$ cat src/rtl/l2_port_arbiter.sv
// Round-robin arbiter between NUM_PORTS L1 clients and a single blocking L2.
// One L2 transaction outstanding; per-port cancel suppresses the response only.
module l2_port_arbiter #(
    parameter int NUM_PORTS = 2,
    parameter int ADDR_W    = 32,
    parameter int LINE_W    = 128
) (
    input  logic                        clk_i,
    input  logic                        rst_i,
    input  logic [NUM_PORTS-1:0]        req_valid_i,
    output logic [NUM_PORTS-1:0]        req_ready_o,
    input  logic [NUM_PORTS-1:0]        req_wen_i,
    input  logic [NUM_PORTS*ADDR_W-1:0] req_addr_i,
    input  logic [NUM_PORTS*LINE_W-1:0] req_wdata_i,
    input  logic [NUM_PORTS-1:0]        cancel_i,
    output logic [NUM_PORTS-1:0]        resp_valid_o,
    output logic [LINE_W-1:0]           resp_data_o,
    output logic                        l2_req_valid_o,
    input  logic                        l2_req_ready_i,
    output logic                        l2_req_wen_o,
    output logic [ADDR_W-1:0]           l2_req_addr_o,
    output logic [LINE_W-1:0]           l2_req_wdata_o,
    input  logic                        l2_resp_valid_i,
    input  logic [LINE_W-1:0]           l2_resp_data_i,
    output logic [1:0]                  dbg_state_o
);

    // Handshakes: a transfer happens on a rising edge where valid and ready are both 1;
    // valid and its fields are held until then, and ready never waits on a later valid.

    localparam int PTR_W = (NUM_PORTS > 1) ? $clog2(NUM_PORTS) : 1;
    localparam logic [PTR_W:0] NP = (PTR_W + 1)'(NUM_PORTS);

    typedef enum logic [1:0] {
        IDLE = 2'd0,
        REQ  = 2'd1,
        WAIT = 2'd2,
        RESP = 2'd3
    } state_t;

    state_t           state;
    logic [PTR_W-1:0] ptr;
    logic [PTR_W-1:0] owner;
    logic             drop;
    logic             any_req;
    logic [PTR_W-1:0] winner;
    logic [PTR_W:0]   cand;
    logic [PTR_W:0]   owner_inc;
    logic [PTR_W-1:0] ptr_next;

    // Scan from the highest offset down so the port nearest ptr wins.
    always_comb begin
        any_req = |req_valid_i;
        winner  = ptr;
        cand    = '0;
        for (int i = NUM_PORTS - 1; i >= 0; i--) begin
            cand = {1'b0, ptr} + (PTR_W + 1)'(i);
            if (cand >= NP) begin
                cand = cand - NP;
            end
            if (req_valid_i[cand[PTR_W-1:0]]) begin
                winner = cand[PTR_W-1:0];
            end
        end
    end

    always_comb begin
        owner_inc = {1'b0, owner} + (PTR_W + 1)'(1);
        ptr_next  = owner_inc[PTR_W-1:0];
        if (owner_inc >= NP) begin
            ptr_next = '0;
        end
    end

    // Grant is combinational in IDLE and forced low while reset is held.
    always_comb begin
        req_ready_o = '0;
        if (state == IDLE && any_req && !rst_i) begin
            req_ready_o[winner] = 1'b1;
        end
    end

    always_comb begin
        resp_valid_o = '0;
        if (state == RESP && !drop) begin
            resp_valid_o[owner] = 1'b1;
        end
    end

    assign l2_req_valid_o = (state == REQ);
    assign dbg_state_o    = state;

    always_ff @(posedge clk_i or posedge rst_i) begin
        if (rst_i) begin
            state          <= IDLE;
            ptr            <= '0;
            owner          <= '0;
            drop           <= 1'b0;
            l2_req_wen_o   <= 1'b0;
            l2_req_addr_o  <= '0;
            l2_req_wdata_o <= '0;
            resp_data_o    <= '0;
        end else begin
            case (state)
                IDLE: begin
                    if (any_req) begin
                        owner          <= winner;
                        l2_req_wen_o   <= req_wen_i[winner];
                        l2_req_addr_o  <= req_addr_i[winner*ADDR_W +: ADDR_W];
                        l2_req_wdata_o <= req_wdata_i[winner*LINE_W +: LINE_W];
                        drop           <= cancel_i[winner];
                        state          <= REQ;
                    end
                end
                REQ: begin
                    if (cancel_i[owner]) begin
                        drop <= 1'b1;
                    end
                    if (l2_req_ready_i) begin
                        state <= WAIT;
                    end
                end
                WAIT: begin
                    if (cancel_i[owner]) begin
                        drop <= 1'b1;
                    end
                    if (l2_resp_valid_i) begin
                        resp_data_o <= l2_resp_data_i;
                        state       <= RESP;
                    end
                end
                RESP: begin
                    ptr   <= ptr_next;
                    state <= IDLE;
                end
                default: state <= IDLE;
            endcase
        end
    end

endmodule
$ cat config.mk
export PLATFORM = sky130hd
export DESIGN_NAME = l2_port_arbiter
export DESIGN_NICKNAME = d
export VERILOG_FILES = /design/src/rtl/l2_port_arbiter.sv
export SDC_FILE = /design/constraint.sdc
export NUM_CORES = 1
export LEC_CHECK = 0
export ABC_AREA = 1
export CAP_MARGIN = 20
export CELL_PAD_IN_SITES_DETAIL_PLACEMENT = 1
export CELL_PAD_IN_SITES_GLOBAL_PLACEMENT = 2
export CORE_AREA = 4 4 294 296
export CTS_CLUSTER_DIAMETER = 80
export DETAILED_ROUTE_END_ITERATION = 10
export DIE_AREA = 0 0 298 300
export PLACE_DENSITY = 0.63
export REMOVE_ABC_BUFFERS = 1
export SYNTH_ARGS = -nofsm -noshare
export SYNTH_HDL_FRONTEND = slang
export SYNTH_SLANG_ARGS = --single-unit
$ cat constraint.sdc
create_clock -name clk_i -period 28.1 [get_ports clk_i]
set_input_delay 2.81 -clock clk_i [delete_from_list [all_inputs] [get_ports clk_i]]
set_output_delay 2.81 -clock clk_i [all_outputs]
set_load 0.03 [all_outputs]
## Word level (Yosys, flattened, before mapping)

Index checks and enable logic that the tools add are counted.

| storage, ports and cells | value |
|---|---|
| memory bits (writable) | 0 |
| logic and storage cells | 73 |
| input port bits | 458 |
| bits in read-only memories | 0 |
| memories | 0 |
| bits in latches | 0 |
| flip-flop bits (word level) | 294 |

| cells by class | value |
|---|---|
| divide/modulo/power cells | 0 |
| mux-type cells | 28 |
| multipliers | 0 |
| $add $sub $neg | 4 |
| eq/ne operators | 7 |
| bitwise gates (word level) | 0 |
| magnitude comparators | 9 |
| shifts and indexed selects | 2 |
| reduce and logical (&&, ||, !) cells | 15 |

Operator list:

| kind | number |
|---|---|
| $shiftx A256 B9 Y128 | 1 |
| $shiftx A64 B7 Y32 | 1 |
| $mux W1 | 19 |
| $mux W2 | 5 |
| $lt A1 B2 Y1 const B | 4 |
| $pmux W2 S4 | 1 |
| $reduce_and A3 Y1 | 2 |
| $logic_and A1 B1 Y1 | 5 |
| $add A1 B1 Y2 const B | 2 |
| $eq A2 B2 Y1 const B | 2 |
| $ge A2 B2 Y1 const B | 2 |
| $ne A2 B1 Y1 const B | 2 |
| $ne A2 B2 Y1 const B | 2 |
| $reduce_and A2 Y1 | 2 |
| $reduce_or A2 Y1 | 2 |
| $demux W1 S1 | 2 |
| $eq A2 B1 Y1 const B | 1 |
| $ge A1 B1 Y1 const B | 2 |
| $ge A1 B2 Y1 const B | 1 |
| $logic_not A1 Y1 | 2 |
| $logic_not A2 Y1 | 1 |
| $pmux W1 S2 | 1 |
| $reduce_bool A2 Y1 | 1 |
| $sub A1 B1 Y1 const B | 2 |

## Logic depth before layout (Yosys ltp)

Gate-level depths: netlist of the first run.

| depth | value |
|---|---|
| word-level depth | 12 |
| gate-level depth with buffers | 9 |
| gate-level depth less buffers | 8 |

## Worst setup path before layout of the first run

Ideal clock, no wire load.

| timing | value |
|---|---|
| kind | in2out |
| start point | input req_valid_i[1] |
| end point | output req_ready_o[1] |
| slack | 21,359 ps |
| path buffers | 1 |
| cell stages on the path | 5 |
| arrival time | 3,931 ps |
| required time | 25,290 ps |
| cell sequence | nand2_1 -> nand2_2 -> nand2_2 -> clkbuf_1 -> nor3_1 |

| between the ends | value |
|---|---|
| cells in the longest elaborated chain, start to end | 9 |

RTL lines:

| what | line | RTL |
|---|---|---|
| start: declaration | 10 | `input logic [NUM_PORTS-1:0] req_valid_i,` |
| $mux W1 (implied by the code) (2 in a row) | 61 | `if (req_valid_i[cand[PTR_W-1:0]]) begin` |
| $mux W1 (2 in a row) | 61 |  |
| $lt A1 B2 Y1 (implied by the code) / $ge A1 B1 Y1 (equally long branches) | 79 | `req_ready_o[winner] = 1'b1;` |
| $logic_and A1 B1 Y1 (implied by the code) | 79 |  |
| $mux W1 (implied by the code) | 79 |  |
| $demux W1 S1 | 79 |  |
| $mux W2 * | 78 | `if (state == IDLE && any_req && !rst_i) begin` |
| end: declaration | 11 | `output logic [NUM_PORTS-1:0] req_ready_o,` |

Mark *: on every way between the ends. The rest lies on a longest branch, timed or not. The select of a mux whose other input is x is not followed.

## Worst setup path after layout of the first run

Ends and elaborated chain as after synthesis.

==> out/metrics.yaml, run 1 <==
status: "finished clean"
grt.total_usage_pct: 14.3
rr_worst_depth: 8
fin_ws_ns: 19.82
wire_per_inst_um: 20.6
yosys_warnings: 0
synth_adder_area_share_pct: 0.486
fp.dieW_um: 298
synth_top_area_share_pct: 57.2
io_buffers: 753
maxSlewHeadroom_pct: 29.2
clock_latency_ns: 0.58
r2r_slack_ns: 25.10
die_h_um: 300
min_period_over_period_pct: 29.5
crit_arrival_ns: 5.47
post-cts-setup-buffers: 0
crit_chain: "clkdlybuf4s50_1, nand2_1, nand2_4, nand2_4, nor3_1, clkdlybuf4s50_1"
crit_path_start_kind: "input port"
stdcell_area_um2: 22900
endpoint_kind: "primary output"
peakVddDrop_v: 0.0000562
maxCapViolations: 0
cts_resized: 0
hold_viol_final: 0
synthMuxAreaShare_pct: 11.2
finalPower_w: 0.00272
drc: 0
reg2reg_to: "l2_req_addr_o[24]$_DFFE_PP0P_"
num_rows: 106
critPathSlowestCell: "clkdlybuf4s50_1"
avgSynthCellArea_um2: 9.12
fin_nets: 2599
p_sw_w: 0.00120
p_sw_share_pct: 44.1
ff_latch_area_um2: 7360
path_class: "input port to primary output"
synth_compound_area_share_pct: 0.253
seqPwrFrac_pct: 27.4
io_pins: 754
dpl_worst_slack_ns: 19.77
synth-edff-count: 0
async_reset_ff_share_pct: 100
via_per_inst: 3.94
hold_class: "flip-flop to flip-flop"
dp_hpwl_um: 51000
syn_area_um2: 12900
whs_endpoint: "l2_req_addr_o[19]$_DFFE_PP0P_"
whs_path_depth: 2
grt_pass1_vias: 13985
grt_max_degree: 91
initial_core_util_pct: 15.4
cts_buffer_depth: 3
drv_slew: 0
cts-buffers-inserted: 44
ys.flop_type: "dfrtp_1"
htreeDepth: 2
p_leak_nw: 10.2
cts.clk_slew.worst_paths_ns: 0.05
cts-root-buf: "clkbuf_16"
syn_to_final_growth_pct: 78.0
yosys.area.top_type: "dfrtp_1"
antenna_found_initial: 14
critPathRequiredTime_ns: 25.29
min_period_ns: 8.28
multi_input_area_um2: 5100
core_um2: 83600
ys_seq_elements: 294
clkSinkCount: 294
synth_top_family_by_area: "simple AND/OR/NAND/NOR gates"
final_antenna_net_count: 0
dr_total_vias: 12823
tns_ns: 0
r2r-start: "dbg_state_o[0]$_DFFE_PP0P_"
place.gp.congestion: 0.792
p_per_area_nw_per_um2: 119
grt_pass1_wl_um: 96300
fillerInstances: 9612
yosysSeqAreaShare_pct: 57.2
synthSimpleGateAreaFrac_pct: 27.3
synth_cell_types: 18
postSynthCellCount: 1411
post-route-util_pct: 27.4
fin_skew_ns: 0.0321
synthTopCellsByArea: "dfrtp_1, nand2_1, mux2_2, nand3_1, buf_2"
dpl-instance-area_um2: 21500
cp_max_fo: 38
tightestPinTransition_ns: 1.06
clock.fmax_ghz: 0.121
dieArea_um2: 89400
grt_overflow: 0
rsz0062_at_grt: "no"
synth.most_common_cell: "nand2_1"
max_stage_delay_ns: 0.73
firstDrtPassIters: 5
critPathBufInv: 2
drive_above_1_share_pct: 9.75
power_frac_comb_pct: 53.4
clkPwrFrac_pct: 19.2
synth_xor_area_share_pct: 0
routed_wl_um: 66800
crit_family: "buffers and inverters"
drtIter0Drc: 427
ys_top_cells_by_count: "nand2_1, dfrtp_1, nand3_1"
power.internal_w: 0.00152
setup_violations: 0
hold_buffers: 0
min_from: "l2_req_addr_o[19]$_DFFE_PP0P_"
cts_tree: "built"
-- tightest hold or removal path: stages (launching register included) --
cell	delay, ns
dfrtp_1	0.34
nand2_1	0.05
nand2_1	0.05
-- kinds of logic (layout without fill, tap and decap cells) --
group,count (synthesis),in the layout
and+or+nand+nor,878,878
DFF,294,294
muxes,128,128
buffers and inverters,100,852
AOI/OAI and AO/OA,6,6
adders and majority gates,5,5
other,0,8
-- final cells by class --
type | instances | area share, %
clock buffer | 64 | 5.44
clock inverter | 9 | 0.492
sequential | 294 | 32.1
inverter | 12 | 0.235
antenna | 8 | 0.0874
tap | 1080 | 5.90
multi-input combinational | 1017 | 22.3
timing repair buffer | 767 | 33.5
-- worst max-delay path by stage --
stage / cells after the start / slack (ns) / from / to
final: 6 / 19.82 / req_valid_i[1] / req_ready_o[1]
after CTS: 6 / 19.75 / req_valid_i[1] / req_ready_o[1]
after detailed placement: 6 / 19.77 / req_valid_i[1] / req_ready_o[1]
after global placement: 6 / 19.77 / req_valid_i[1] / req_ready_o[1]
after floorplan: 4 / 15.79 / req_valid_i[0] / l2_req_addr_o[0]$_DFFE_PP0P_
after global routing: 6 / 19.60 / req_valid_i[1] / req_ready_o[1]
-- cell usage in the layout (no fill, tap or decap) --
master / synthesis / routed
dfrtp_1: 294 / 294
clkinv_8: 0 / 1
clkinv_4: 0 / 1
a21oi_1: 1 / 1
clkbuf_1: 26 / 13
ha_1: 5 / 5
clkinv_16: 0 / 1
inv_8: 0 / 1
clkbuf_8: 0 / 7
o211ai_1: 1 / 1
clkbuf_16: 0 / 44
nand2_1: 703 / 701
diode_2: 0 / 8
clkdlybuf4s50_1: 0 / 753
inv_16: 0 / 1
clkinvlp_4: 0 / 2
mux2_2: 128 / 128
o21ai_4: 0 / 1
buf_16: 0 / 1
nor3_1: 2 / 2
buf_4: 3 / 13
nor2_1: 4 / 4
inv_1: 12 / 10
o21ai_0: 3 / 3
clkinv_2: 0 / 2
nand3_1: 165 / 165
nor2_4: 0 / 2
inv_6: 0 / 2
nand2_4: 0 / 4
-- through the flow --
| stage | cells | hold slack, ns |
|---|---|---|
| 3_3_place_gp | 3169 | 0.463 |
| 4_1_cts | 3242 | 0.479 |
| 5_1_grt | 3250 | 0.498 |
| 2_1_floorplan | 1323 | 0.472 |
| 3_5_place_dp | 3169 | 0.465 |
| 6_report | 3251 | 0.474 |
-- metal layers --
metal / vias to the layer above / GRT usage, % / part of all wire, %
met1: 6373 / 16.4 / 39
met2: 390 / 25.3 / 51
li1: 5953 / - / -
met5: - / 0 / 0.081
met4: 8 / 4.92 / 3.0
met3: 99 / 4.08 / 6.5
-- registers in the layout, summed over array words and instances, names as in the netlist --
signal / cells
drop: 1
ptr: 1
resp_data_o: 128
l2_req_addr_o: 32
l2_req_wdata_o: 128
owner: 1
dbg_state_o: 2
l2_req_wen_o: 1
-- power groups by stage --
stage	combinational (W)	clock (W)	sequential [W]
final	0.00145	0.000524	0.000745
after global routing	0.00155	0.000566	0.000772
after CTS	0.00148	0.000549	0.000748
after detailed placement	0.00148	0	0.000751
after global placement	0.00147	0	0.000741
after floorplan	0.000400	0	0.00114
Power figures use the tool's default switching activity.
==> run 2, diff against run 1 <==
CORE_AREA = 4 4 292 294   (was 4 4 294 296)
DIE_AREA = 0 0 296 298   (was 0 0 298 300)
PLACE_DENSITY = 0.64   (was 0.63)
clock period = 8.3 ns   (was 28.1 ns; I/O delays follow)
==> run 2 against run 1 <==
Effect of this change: setup slack worse by 16 ns; hold slack hardly changed; critical path depth stayed put; flip-flop and latch count stayed put; clock power grew to 3.5 times the previous value; clock skew is 0.014 ns lower; sequential share of layout area is 0.077 points lower; cell area is 0.24% higher; largest cell class unchanged.
==> out/metrics.yaml, run 2 (synthesis gave the netlist of run 1 again) <==
initial_core_util_pct: 15.5
path_class: "flip-flop to primary output"
p_leak_nw: 10.2
routed_wl_um: 66300
crit_arrival_ns: 3.20
cts_resized: 0
min_period_ns: 4.03
cts_tree: "built"
stdcell_area_um2: 23000
crit_chain: "inv_1, ha_1, inv_1, nor3_1, buf_4, clkdlybuf4s50_1"
fillerInstances: 9495
fp.dieW_um: 296
cts_buffer_depth: 3
maxCapViolations: 0
final_common_cell: "clkdlybuf4s50_1"
clkSinkCount: 294
cts-buffers-inserted: 42
dr_total_vias: 12697
post-route-util_pct: 27.7
final_cells: 3251
crit_path_start_kind: "flip-flop"
post-place-cells: 3171
antenna_found_initial: 9
status: "finished clean"
fin_skew_ns: 0.0184
clock_latency_ns: 0.57
multi_input_area_um2: 5100
num_rows: 106
syn_to_final_growth_pct: 78.4
fin_nets: 2598
cts.clk_slew.worst_paths_ns: 0.06
crit_family: "buffers and inverters"
drc: 0
clock.fmax_ghz: 0.248
final_antenna_net_count: 0
grt_pass1_vias: 13710
grt_max_degree: 146
via_per_inst: 3.91
grt_pass1_wl_um: 95000
critPathBufInv: 4
critPathRequiredTime_ns: 7.47
drtIter0Drc: 485
p_per_area_nw_per_um2: 404
dp_hpwl_um: 50400
io_pins: 754
die_h_um: 298
drv_slew: 0
final_cell_mix: "clkdlybuf4s50_1, nand2_1, dfrtp_1, nand3_1, mux2_2"
cp_common_cell: "inv_1"
top_regs: "l2_req_wdata_o: 128 flops, resp_data_o: 128 flops, l2_req_addr_o: 32 flops"
post-cts-setup-buffers: 0
endpoint_kind: "primary output"
htreeDepth: 2
place.gp.congestion: 0.808
io_buffers: 753
hold_viol_final: 0
dieArea_um2: 88200
critPathSlowestCell: "clkdlybuf4s50_1"
peakVddDrop_v: 0.000154
max_stage_delay_ns: 0.68
hold_buffers: 0
drive_above_1_share_pct: 10.2
cts-root-buf: "clkbuf_16"
tightestPinTransition_ns: 0.985
r2r_slack_ns: 4.87
grt.total_usage_pct: 14.4
maxSlewHeadroom_pct: 34.3
dpl-instance-area_um2: 21500
hold_class: "flip-flop to flip-flop"
min_period_over_period_pct: 48.5
firstDrtPassIters: 4
wire_per_inst_um: 20.4
cp_max_fo: 5
ff_latch_area_um2: 7360
core_um2: 82900
rsz0062_at_grt: "no"
grt_overflow: 0
setup_violations: 0
==> run 2: layout make-up <==
cell class	count	area share, %
antenna	6	0.0654
clock buffer	63	5.62
clock inverter	11	0.507
inverter	12	0.234
multi-input combinational	1017	22.2
sequential	294	32.0
tap	1080	5.89
timing repair buffer	768	33.4
==> run 2: routing by layer <==
metal | part of all wire (%) | vias up | wire [um] | global-route usage, %
met2 | 51 | 377 | 34100 | 25.9
met5 | 0.030 | - | 20 | 0
li1 | - | 5950 | - | -
met1 | 40 | 6288 | 26200 | 16.7
met4 | 2.4 | 2 | 1620 | 4.31
met3 | 6.6 | 80 | 4350 | 3.58
==> run 2: where the power goes <==
| group | internal (W) | leakage, nW | switching [W] |
|---|---|---|---|
| logic | 0.00197 | 5.96 | 0.00296 |
| registers | 0.00214 | 3.59 | 0.000398 |
| clock network | 0.00108 | 0.690 | 0.000727 |
| total | 0.00519 | 10.2 | 0.00408 |
==> run 2: worst paths after layout <==
path / start / to / depth (start not counted)
max: dbg_state_o[0]$_DFFE_PP0P_ / req_ready_o[0] / 6
min: l2_req_wdata_o[82]$_DFFE_PP0P_ / l2_req_wdata_o[82]$_DFFE_PP0P_ / 2
max reg2reg: dbg_state_o[0]$_DFFE_PP0P_ / l2_req_wdata_o[46]$_DFFE_PP0P_ / 9
min reg2reg: l2_req_wdata_o[82]$_DFFE_PP0P_ / l2_req_wdata_o[82]$_DFFE_PP0P_ / 2
max in group asynchronous: rst_i / l2_req_wdata_o[114]$_DFFE_PP0P_ / 3
min in group asynchronous: rst_i / l2_req_wdata_o[108]$_DFFE_PP0P_ / 2
==> run 2: stage by stage <==
step / setup WS (ns) / hold slack (ns) / power, W / setup TNS, ns
floorplan: -2.03 / 0.472 / 0.00522 / -408.71
global placement: 3.69 / 0.462 / 0.00751 / 0
detailed placement: 4.23 / 0.464 / 0.00758 / 0
CTS: 4.07 / 0.479 / 0.00949 / 0
global route: 4.00 / 0.496 / 0.00983 / 0
finish: 4.27 / 0.474 / 0.00927 / 0
==> run 2: worst min-delay path, stage by stage, from the launching register on <==
cell and delay, ns:
dfrtp_1 0.34, nand2_1 0.05, nand2_1 0.05
